==> src/rtl/decode_pkg.sv <==
// Shared constants for the MIPS decode stage: opcodes, instruction field positions,
// FSM state encoding and helpers for the packed channel widths.
package decode_pkg;

    localparam int INSTR_W  = 32;
    localparam int OP_LSB   = 26;
    localparam int RS_LSB   = 21;
    localparam int RT_LSB   = 16;
    localparam int RD_LSB   = 11;
    localparam int SH_LSB   = 6;
    localparam int FN_LSB   = 0;
    localparam int IMM_W    = 16;
    localparam int IDX_W    = 26;
    localparam int JAL_LINK = 31;

    localparam logic [5:0] OP_RTYPE = 6'h00;
    localparam logic [5:0] OP_J     = 6'h02;
    localparam logic [5:0] OP_JAL   = 6'h03;
    localparam logic [5:0] OP_BEQ   = 6'h04;
    localparam logic [5:0] OP_BNE   = 6'h05;
    localparam logic [5:0] OP_ANDI  = 6'h0C;
    localparam logic [5:0] OP_ORI   = 6'h0D;
    localparam logic [5:0] OP_XORI  = 6'h0E;
    localparam logic [5:0] OP_LUI   = 6'h0F;
    localparam logic [5:0] OP_SB    = 6'h28;
    localparam logic [5:0] OP_SH    = 6'h29;
    localparam logic [5:0] OP_SW    = 6'h2B;

    typedef enum logic [1:0] {
        ST_IDLE  = 2'd0,
        ST_CHECK = 2'd1,
        ST_ISSUE = 2'd2
    } dec_state_e;

    // One write-back port is {data, reg, wen}.
    function automatic int wb_port_w(input int xlen, input int rw);
        return xlen + rw + 1;
    endfunction

    function automatic int d2e_w(input int xlen, input int rw, input int pcw);
        return 17 + 3 * xlen + rw + pcw;
    endfunction

    function automatic logic is_alu_imm(input logic [5:0] op);
        return op[5:3] == 3'b001;
    endfunction

    function automatic logic is_load(input logic [5:0] op);
        return (op >= 6'h20) && (op <= 6'h25);
    endfunction

    function automatic logic is_store(input logic [5:0] op);
        return (op == OP_SB) || (op == OP_SH) || (op == OP_SW);
    endfunction

endpackage

==> src/rtl/decode_regfile.sv <==
// Register file plus pending-destination scoreboard with NWB write ports and two read ports.
// WB_BYPASS_EN: same-cycle write-back data is forwarded to the read ports and masks their pending bit.
module decode_regfile
    import decode_pkg::*;
#(
    parameter  int XLEN = 32,
    parameter  int NREG = 32,
    parameter  int NWB  = 2,
    localparam int RW   = $clog2(NREG),
    localparam int WBW  = wb_port_w(XLEN, RW)
) (
    input  logic               clk,
    input  logic               rst_n,
    input  logic [NWB-1:0]     wb_vld,
    input  logic [NWB*WBW-1:0] wb_bus,
    input  logic               set_vld,
    input  logic [RW-1:0]      set_reg,
    input  logic [RW-1:0]      ra_reg,
    input  logic [RW-1:0]      rb_reg,
    output logic [XLEN-1:0]    ra_val,
    output logic [XLEN-1:0]    rb_val,
    output logic               ra_pend,
    output logic               rb_pend
);

    logic [XLEN-1:0] regs    [NREG];
    logic [NREG-1:0] pend;
    logic [NWB-1:0]  wb_wen;
    logic [RW-1:0]   wb_reg  [NWB];
    logic [XLEN-1:0] wb_data [NWB];

    for (genvar i = 0; i < NWB; i++) begin : g_wb
        assign wb_data[i] = wb_bus[i*WBW+RW+1 +: XLEN];
        assign wb_reg[i]  = wb_bus[i*WBW+1 +: RW];
        assign wb_wen[i]  = wb_vld[i] & wb_bus[i*WBW] & (wb_bus[i*WBW+1 +: RW] != '0);
    end

    // Descending port order: the lowest-index port's assignment lands last and wins.
    always_ff @(posedge clk or negedge rst_n) begin
        if (!rst_n) begin
            for (int r = 0; r < NREG; r++) regs[r] <= '0;
            pend <= '0;
        end else begin
            for (int i = NWB - 1; i >= 0; i--) begin
                if (wb_wen[i]) begin
                    regs[wb_reg[i]] <= wb_data[i];
                    pend[wb_reg[i]] <= 1'b0;
                end
            end
            if (set_vld && (set_reg != '0)) pend[set_reg] <= 1'b1;
        end
    end

`ifdef WB_BYPASS_EN
    logic [1:0]      byp_hit;
    logic [XLEN-1:0] byp_val [2];

    always_comb begin
        byp_hit    = '0;
        byp_val[0] = '0;
        byp_val[1] = '0;
        for (int i = NWB - 1; i >= 0; i--) begin
            if (wb_wen[i] && (wb_reg[i] == ra_reg)) begin
                byp_hit[0] = 1'b1;
                byp_val[0] = wb_data[i];
            end
            if (wb_wen[i] && (wb_reg[i] == rb_reg)) begin
                byp_hit[1] = 1'b1;
                byp_val[1] = wb_data[i];
            end
        end
    end

    assign ra_val  = byp_hit[0] ? byp_val[0] : regs[ra_reg];
    assign rb_val  = byp_hit[1] ? byp_val[1] : regs[rb_reg];
    assign ra_pend = pend[ra_reg] & ~byp_hit[0];
    assign rb_pend = pend[rb_reg] & ~byp_hit[1];
`else
    assign ra_val  = regs[ra_reg];
    assign rb_val  = regs[rb_reg];
    assign ra_pend = pend[ra_reg];
    assign rb_pend = pend[rb_reg];
`endif

endmodule

==> src/rtl/decode_stage_sb.sv <==
// MIPS decode stage: IDLE/CHECK/ISSUE handshake FSM with scoreboard stall and branch resolution.
// Optional WB_BYPASS_EN (see decode_regfile) lets a stalled source issue on its write-back edge.
module decode_stage_sb
    import decode_pkg::*;
#(
    parameter  int XLEN = 32,
    parameter  int NREG = 32,
    parameter  int PCW  = 32,
    parameter  int NWB  = 2,
    localparam int RW   = $clog2(NREG),
    localparam int WBW  = wb_port_w(XLEN, RW),
    localparam int D2EW = d2e_w(XLEN, RW, PCW)
) (
    input  logic                   clk,
    input  logic                   Z_R,
    input  logic                   f2d_R,
    output logic                   f2d_A,
    input  logic [INSTR_W+PCW-1:0] f2d,
    input  logic [NWB-1:0]         w2d_R,
    output logic [NWB-1:0]         w2d_A,
    input  logic [NWB*WBW-1:0]     w2d,
    output logic                   d2f_R,
    input  logic                   d2f_A,
    output logic [PCW:0]           d2f,
    output logic                   d2e_R,
    input  logic                   d2e_A,
    output logic [D2EW-1:0]        d2e
);

    dec_state_e          state, state_nxt;
    logic                run;
    logic                f2d_xfer, issue_go, hazard;
    logic [INSTR_W-1:0]  instr_p0;
    logic [PCW-1:0]      pc4_p0;
    logic [5:0]          op;
    logic [RW-1:0]       rs, rt, rd, dest;
    logic                rs_used, rt_used, rs_pend, rt_pend, taken;
    logic [XLEN-1:0]     rs_val, rt_val;
    logic signed [XLEN-1:0] imm_sext;
    logic signed [PCW-1:0]  br_off;
    logic [PCW-1:0]      target;

    // run rises on the first edge after reset release and gates every ready output.
    assign f2d_A = run && (state == ST_IDLE);
    assign w2d_A = {NWB{run}};

    decode_regfile #(.XLEN(XLEN), .NREG(NREG), .NWB(NWB)) u_regfile (
        .clk    (clk),
        .rst_n  (Z_R),
        .wb_vld (w2d_R & w2d_A),
        .wb_bus (w2d),
        .set_vld(issue_go),
        .set_reg(dest),
        .ra_reg (rs),
        .rb_reg (rt),
        .ra_val (rs_val),
        .rb_val (rt_val),
        .ra_pend(rs_pend),
        .rb_pend(rt_pend)
    );

    assign op      = instr_p0[OP_LSB +: 6];
    assign rs      = RW'(instr_p0[RS_LSB +: 5]);
    assign rt      = RW'(instr_p0[RT_LSB +: 5]);
    assign rd      = RW'(instr_p0[RD_LSB +: 5]);
    assign rs_used = !((op == OP_J) || (op == OP_JAL) || (op == OP_LUI));
    assign rt_used = (op == OP_RTYPE) || (op == OP_BEQ) || (op == OP_BNE) || is_store(op);
    assign hazard  = (rs_used && rs_pend) || (rt_used && rt_pend);
    assign br_off  = {{(PCW-IMM_W-2){instr_p0[IMM_W-1]}}, instr_p0[IMM_W-1:0], 2'b00};

    always_comb begin
        if ((op == OP_ANDI) || (op == OP_ORI) || (op == OP_XORI))
            imm_sext = {{(XLEN-IMM_W){1'b0}}, instr_p0[IMM_W-1:0]};
        else
            imm_sext = {{(XLEN-IMM_W){instr_p0[IMM_W-1]}}, instr_p0[IMM_W-1:0]};
    end

    always_comb begin
        dest = '0;
        if (op == OP_RTYPE)                  dest = rd;
        else if (op == OP_JAL)               dest = RW'(JAL_LINK);
        else if (is_alu_imm(op) || is_load(op)) dest = rt;
    end

    always_comb begin
        taken  = 1'b0;
        target = pc4_p0;
        if ((op == OP_BEQ) || (op == OP_BNE)) begin
            taken  = (op == OP_BEQ) ? (rs_val == rt_val) : (rs_val != rt_val);
            target = pc4_p0 + br_off;
        end else if ((op == OP_J) || (op == OP_JAL)) begin
            taken  = 1'b1;
            target = {pc4_p0[PCW-1:28], instr_p0[IDX_W-1:0], 2'b00};
        end
    end

    always_ff @(posedge clk or negedge Z_R) begin
        if (!Z_R) state <= ST_IDLE;
        else      state <= state_nxt;
    end

    always_comb begin
        state_nxt = state;
        f2d_xfer  = 1'b0;
        issue_go  = 1'b0;
        unique case (state)
            ST_IDLE: begin
                f2d_xfer = f2d_R && f2d_A;
                if (f2d_xfer) state_nxt = ST_CHECK;
            end
            ST_CHECK: begin
                if (!hazard) begin
                    issue_go  = 1'b1;
                    state_nxt = ST_ISSUE;
                end
            end
            ST_ISSUE: begin
                if ((!d2e_R || d2e_A) && (!d2f_R || d2f_A)) state_nxt = ST_IDLE;
            end
            default: state_nxt = ST_IDLE;
        endcase
    end

    // Stage p0 holds the fetched token; stage p1 is the issued d2e/d2f bundle.
    always_ff @(posedge clk or negedge Z_R) begin
        if (!Z_R) begin
            run      <= 1'b0;
            instr_p0 <= '0;
            pc4_p0   <= '0;
            d2e_R    <= 1'b0;
            d2f_R    <= 1'b0;
            d2e      <= '0;
            d2f      <= '0;
        end else begin
            run <= 1'b1;
            if (f2d_xfer) begin
                instr_p0 <= f2d[PCW +: INSTR_W];
                pc4_p0   <= f2d[PCW-1:0];
            end
            if (issue_go) begin
                d2e_R <= 1'b1;
                d2f_R <= 1'b1;
                d2e   <= {op, instr_p0[FN_LSB +: 6], instr_p0[SH_LSB +: 5],
                          rs_val, rt_val, imm_sext, dest, pc4_p0};
                d2f   <= {taken, target};
            end else begin
                if (d2e_R && d2e_A) d2e_R <= 1'b0;
                if (d2f_R && d2f_A) d2f_R <= 1'b0;
            end
        end
    end

endmodule

==> config.mk <==
export PLATFORM = sky130hd
export DESIGN_NAME = decode_stage_sb
export DESIGN_NICKNAME = d
export VERILOG_FILES = /design/src/rtl/decode_pkg.sv /design/src/rtl/decode_regfile.sv /design/src/rtl/decode_stage_sb.sv
export SDC_FILE = /design/constraint.sdc
export NUM_CORES = 2
export LEC_CHECK = 0
export CORE_AREA = 4 4 401 403
export CTS_CLUSTER_DIAMETER = 80
export DETAILED_ROUTE_END_ITERATION = 10
export DIE_AREA = 0 0 405 407
export GPL_ROUTABILITY_DRIVEN = 0
export PLACE_DENSITY_LB_ADDON = 0.15
export REMOVE_ABC_BUFFERS = 1
export SLEW_MARGIN = 0
export SYNTH_ARGS = -nofsm -noshare
export SYNTH_HDL_FRONTEND = slang
export SYNTH_HIERARCHICAL = 1
export SYNTH_SLANG_ARGS = --single-unit
==> constraint.sdc <==
create_clock -name clk -period 3.8 [get_ports clk]
set_clock_uncertainty 0.1 [all_clocks]
set_input_delay 0.38 -clock clk [delete_from_list [all_inputs] [get_ports clk]]
set_output_delay 0.38 -clock clk [all_outputs]
set_load 0.03 [all_outputs]
; Word-level counts from Yosys, hierarchy flattened
; Index checks and enable logic that the tools add are counted.
; Widths: inputs -> output; s select.
[word_totals]
wordCells = 177
mem_count = 0
inputBits = 147
ram_bits = 0
output_inout_bits = 188
rom_bits = 0
register_bits = 1308
latch_bits = 0
[classes]
n_lt_le_gt_ge = 16
bitwise = 14
add_sub_neg = 1
reduce_logical = 39
div_mod_pow = 0
mux = 47
multipliers = 0
shift = 0
eq_ne = 19
[ops]
columns = op, count
row1 = $bwmux 1024, 2
row2 = $mux 1024, 2
row3 = $mux 32, 11
row4 = $bmux 32 s5, 2
row5 = $demux 32 s5, 2
row6 = $and 32x32->32, 2
row7 = $not 32->32, 2
row8 = $add 32x32->32, 1
row9 = $eq 32x32->1, 1
row10 = $ne 32x32->1, 1
row11 = $or 32x32->32, 1
row12 = $ge 6x6->1 const B, 5
row13 = $lt 5x6->1 const B, 5
row14 = $mux 28, 1
row15 = $eq 6x4->1 const B, 4
row16 = $not 5->6, 4
row17 = $eq 6x6->1 const B, 3
row18 = $demux 1 s5, 3
row19 = $ge 5x1->1 const B, 3
row20 = $mux 1, 15
row21 = $mux 5, 3
row22 = $reduce_bool 5->1, 3
row23 = $logic_and 1x1->1, 14
row24 = $logic_or 1x1->1, 14
row25 = other kinds (19), 32

; Depth between registers and ports, before layout
[depth]
word_depth = 12
depth_mapped = 18
ltp_nobuf = 13

; Modules after synthesis
; Netlist, hierarchy kept.
[by_module_without_submodules]
columns = module, area_per_inst_um2, cells_each, seq_area_each_um2, n_inst
row1 = decode_regfile, 66907.9, 7158, 26425.3, 1
row2 = decode_stage_sb, 11205.7, 1216, 5655.4, 1

; Least setup slack after synthesis
; No wires, ideal clock.
[synth_timing]
kind = register to register
start = register instr_p0[17]
end = register u_regfile.pend[20]
period_less_slack_ps = 3279
required_time_ps = 3605
path_slack_ps = 521
n_path_buf = 6
stages_incl_launch_ff = 18
setup_ps = 95
arrival_time_ps = 3084
path_cell_list = dfrtp_1 -> buf_2 -> buf_2 -> buf_2 -> buf_2 -> mux2i_1 -> nand2_1 -> a31oi_1 -> nand3_1 -> nand2b_1 -> a21oi_1 -> a311o_1 -> inv_1 -> buf_4 -> buf_2 -> nor3b_1 -> nand2_1 -> o31ai_1
[synth_via]
word_cells_on_any_way = 18
cone_classes = order compare (2) / mux (10) / bitwise (1) / reduce/logical (5)
[synth_lines]
columns = element, line_no
row1 = from (decl), decode_stage_sb.sv:33  ; logic [INSTR_W-1:0] instr_p0;
row2 = from (signal assigned), decode_stage_sb.sv:137  ; instr_p0 <= f2d[PCW +: INSTR_W];
row3 = $bmux 1 s5, decode_regfile.sv:82  ; assign rb_pend = pend[rb_reg];
row4 = $mux 1 (implied by the code), decode_regfile.sv:82
row5 = named net rt_pend, decode_stage_sb.sv:37  ; logic rs_used, rt_used, rs_pend, rt_pend, taken;
row6 = $logic_and 1x1->1, decode_stage_sb.sv:68  ; assign hazard = (rs_used && rs_pend) || (rt_used && rt_pend);
row7 = $logic_or 1x1->1, decode_stage_sb.sv:68
row8 = $mux 1, decode_stage_sb.sv:112  ; if (!hazard) begin
row9 = $mux 1, decode_stage_sb.sv:106  ; unique case (state)
row10 = named net issue_go, decode_stage_sb.sv:32  ; logic f2d_xfer, issue_go, hazard;
row11 = $logic_and 1x1->1, decode_regfile.sv:50  ; if (set_vld && (set_reg != '0)) pend[set_reg] <= 1'b1;
row12 = $mux 32, decode_regfile.sv:50
row13 = to (signal assigned), decode_regfile.sv:42  ; pend <= '0;
row14 = "to (signal, indexed assignment)", decode_regfile.sv:47  ; pend[wb_reg[i]] <= 1'b0;
row15 = "to (signal, indexed assignment)", decode_regfile.sv:50
row16 = to (decl), decode_regfile.sv:27  ; logic [NREG-1:0] pend;
; The timed path passes the listed nets, and every way through them passes these cells. The select of a mux whose other input is x is not followed.
; A chain may end at the register's enable or synchronous reset.

; Final worst setup path
[layout_timing]
start = register instr_p0[17]
end = register d2f[32]
[layout_via]
elab_chain_cells = 7
word_cells_on_any_way = 14
cone_classes = eq/ne (2) / mux (9) / bitwise (1) / reduce/logical (2)
[layout_rtl]
columns = element, line_no
row1 = $not 5->6 (implied by the code) (*), decode_regfile.sv:80  ; assign rb_val = regs[rb_reg];
row2 = $bmux 32 s5 (*), decode_regfile.sv:80
row3 = $mux 32 (implied by the code) (*) (2 in series), decode_regfile.sv:80
row4 = named net rt_val[28], decode_stage_sb.sv:38  ; logic [XLEN-1:0] rs_val, rt_val;
row5 = $ne 32x32->1 or $eq 32x32->1 (tied branches), decode_stage_sb.sv:89  ; taken = (op == OP_BEQ) ? (rs_val == rt_val) : (rs_val != rt_val);
row6 = $mux 1 (*), decode_stage_sb.sv:89
row7 = $mux 1 (*), decode_stage_sb.sv:88  ; if ((op == OP_BEQ) || (op == OP_BNE)) begin
row8 = to (signal assigned), decode_stage_sb.sv:145  ; d2f <= {taken, target};
row9 = to (decl), decode_stage_sb.sv:24  ; output logic [PCW:0] d2f,
; Mark *: on every way through the listed nets, which the timed path passes. The rest lies on a longest branch. The select of a mux whose other input is x is not followed.

==> metrics.cfg <==
[sta]
fmax_ghz = 0.260
hold_violations = 0
maxSlewViolCount = 0
setup_ws_ps = -51.6
relSlewSlack_pct = 3.07
final-setup-viol-count = 1
period_minus_slack_ps = 3850
rsz0062_at_grt = yes
finalCritPeriodShare_pct = 101
worst_pin_slew_ps = 1450

[clocking]
h-tree-depth = 4
clk_pin_slew_ps = 60
cts_buffers = 152
cts_max_path_buffers = 3
cts_tree = built
cts-root-buf = clkbuf_16
cts.sinks = 1282
clk_latency_ps = 820

[logic_synthesis]
synth_ff_type = dfrtp_1
synth-edff-count = 0
async_reset_ff_share_pct = 100
synth_cell_types = 71
synth-seq-cells = 1282
yosys_warnings = 6
yosysSeqAreaShare_pct = 41.1
syn_area_um2 = 78100
netlist_instances = 8374
avgSynthCellArea_um2 = 9.33

[routing]
ant_nets = 0
drc = 0
avgViaCountPerCell = 6.47
wl_um = 328000
dr.pass1.iters = 6
via_count = 69600
avgRoutedWirePerCell_um = 30.5
initialDrtViolationCount = 9688

[min_path]
worstHoldPathType = input pin to flop
min_delay_path_depth = 3

[worst_setup_path]
cpPeakStageDelay_ps = 480
critical_path_required_ps = 4430
path_cells = buf_12 > buf_16 > mux2i_1 > a22o_1 > nor3_2 > a31oi_2 > nand3_1 > xor2_2 > buf_6 > nor4_4 > buf_4 > nand4_1 > buf_4 > nor2_4 > xnor2_2 > a21oi_2 > o21ai_1
rr_worst_depth = 17
critPathCaptureType = flop
crit_fanout = 7
cp.arrival_ps = 4490
critical_path_class = flop to flop
slowest_stage = dfrtp_4
crit_top_cell = buf_4
critPathLaunchType = flop

[grt]
grt_pass1_vias = 66200
grt_use_total_pct = 38.5
grt-ovfl-total = 0
antenna_found_initial = 12
grt_pass1_wl_um = 468000
grt_max_degree = 139

[floorplan]
rows = 146
die_y_um = 407
pin_count = 335
core_um2 = 157000
fp.dieW_um = 405
initial_utilization_pct = 49.6
die-area_um2 = 165000

[finish]
drive_gt1_share_pct = 12.8
fin_cells = 10800
layout_commonest_cell = mux2i_1
final_area_um2 = 93600
area_growth_pct = 19.8
fin_nets = 8738
layout_common_cells = mux2i_1, dfrtp_1, nand2_1

[place]
place_area_um2 = 85900
dp.cells = 10400
dpl.hpwl_um = 197000
port_buffers = 334
place_ws_ps = -562

[pwr]
p_leak_nw = 44.5
p_per_area_nw_per_um2 = 820
total_power_mw = 76.8
irDropWorstVdd_mv = 0.636

[job]
drv_cap = 0

[run_status]
violations = negative setup slack
outcome = complete, but fails checks

==> cells in the mapped netlist, types with 7 or more instances <==
library cell / count / area, µm²
a211oi_1: 8 / 60.1
xnor2_1: 11 / 96.3
buf_8: 9 / 135
and3_1: 14 / 87.6
nand4_1: 9 / 56.3
a22o_1: 135 / 1180
nor2_8: 8 / 160
a22oi_1: 198 / 1490
nor4_1: 10 / 62.6
buf_2: 293 / 1470
nand3_1: 222 / 1110
a32o_1: 18 / 180
dfrtp_1: 1282 / 32100
a21o_1: 12 / 90.1
mux2_2: 63 / 709
xor2_1: 41 / 359
a21oi_1: 816 / 4080
buf_4: 72 / 541
clkbuf_1: 453 / 1700
nand2_1: 1148 / 4310
o21ai_1: 233 / 1170
buf_1: 55 / 206
o21ai_0: 264 / 1320
buf_6: 22 / 248
a31oi_1: 68 / 425
nor3_1: 87 / 435
inv_1: 23 / 86.3
nor2b_1: 7 / 43.8
nand2_2: 7 / 43.8
and2_1: 9 / 56.3
mux2i_1: 2054 / 20600
nor2_1: 581 / 2180
o31ai_1: 8 / 60.1
ha_1: 29 / 363
nor3b_1: 8 / 60.1
nand2b_1: 11 / 68.8
==> repair_timing <==
| action | 4_1_cts | 5_1_grt |
|---|---|---|
| gates resized for setup | 66 | 116 |
| gates cloned | 10 | 12 |
| hold buffers | 1 | 0 |
| pin swaps | 8 | 60 |
| hold endpoints to repair | 438 | 0 |
| buffers inserted | 26 | 68 |
| endpoints found under the setup margin | 1 | 1 |
==> final cells by class <==
type | instances | area, µm²
timing repair buffer | 939 | 10800
sequential | 1282 | 32100
inverter | 23 | 91.3
fill | 13300 | 63900
clock inverter | 52 | 644
antenna | 10 | 25.0
tap | 2072 | 2590
clock buffer | 225 | 4650
multi-input combinational | 6163 | 42700
==> sequential cells by signal (all words and copies together), names as in the netlist, 2 cells and up <==
register and cells:
d2e 124, d2f 33, instr_p0 32, pc4_p0 32
state 2, u_regfile/pend 32, u_regfile/regs 1024
==> stage by stage <==
step	hold WS, ps	setup TNS, ps	utilization (%)
final	71.4	-51.6	59.5
after global routing	57.8	-161	59.4
after CTS	32.8	0	58.5
after detailed placement	246	-562	54.6
after global placement	237	-492	54.6
after floorplan	-15.6	-4221670	-
==> layer usage <==
metal	GRT usage [%]	up-vias	wire length, µm	part of all wire (%)
met1	51.3	34000	129000	39
met4	22.3	4	21800	6.6
met3	9.95	1059	38200	12
met5	0	-	25	0.0076
met2	56.9	4675	139000	42
li1	-	29900	-	-
==> power breakdown <==
group / switching, mW / internal, mW
clock network: 6.31 / 9.29
registers: 2.76 / 16.7
logic: 24.0 / 17.7
total: 33.1 / 43.7
==> cells by family after synthesis <==
kind of cell	share of synthesized area, %
AND/OR/NAND/NOR	11.7
multiplexers	27.2
other	0.00480
buffers and inverters	5.62
adder cells (fa/ha/maj)	0.490
AO/OA/AOI/OAI	13.3
XOR/XNOR	0.583
flip-flops	41.1
==> worst paths after layout <==
check                           slack, ps                 from             endpoint
worst min register to register        300  u_regfile/regs[992]  u_regfile/regs[992]
worst min-delay path                   70              w2d[23]  u_regfile/regs[369]
worst max-delay path                  -50         instr_p0[17]              d2f[32]
min in group asynchronous              80                  Z_R             d2e[128]
worst max register to register        -50         instr_p0[17]              d2f[32]
max in group asynchronous            2080                  Z_R         instr_p0[18]
==> critical path, delay by kind of cell (launching register included) <==
family	cells	cell delay (ps)
mux	1	190
xor+xnor	2	330
buf+inv	5	990
flops	1	480
simple gates	5	1010
compound gates	4	640
Power figures use the tool's default switching activity.
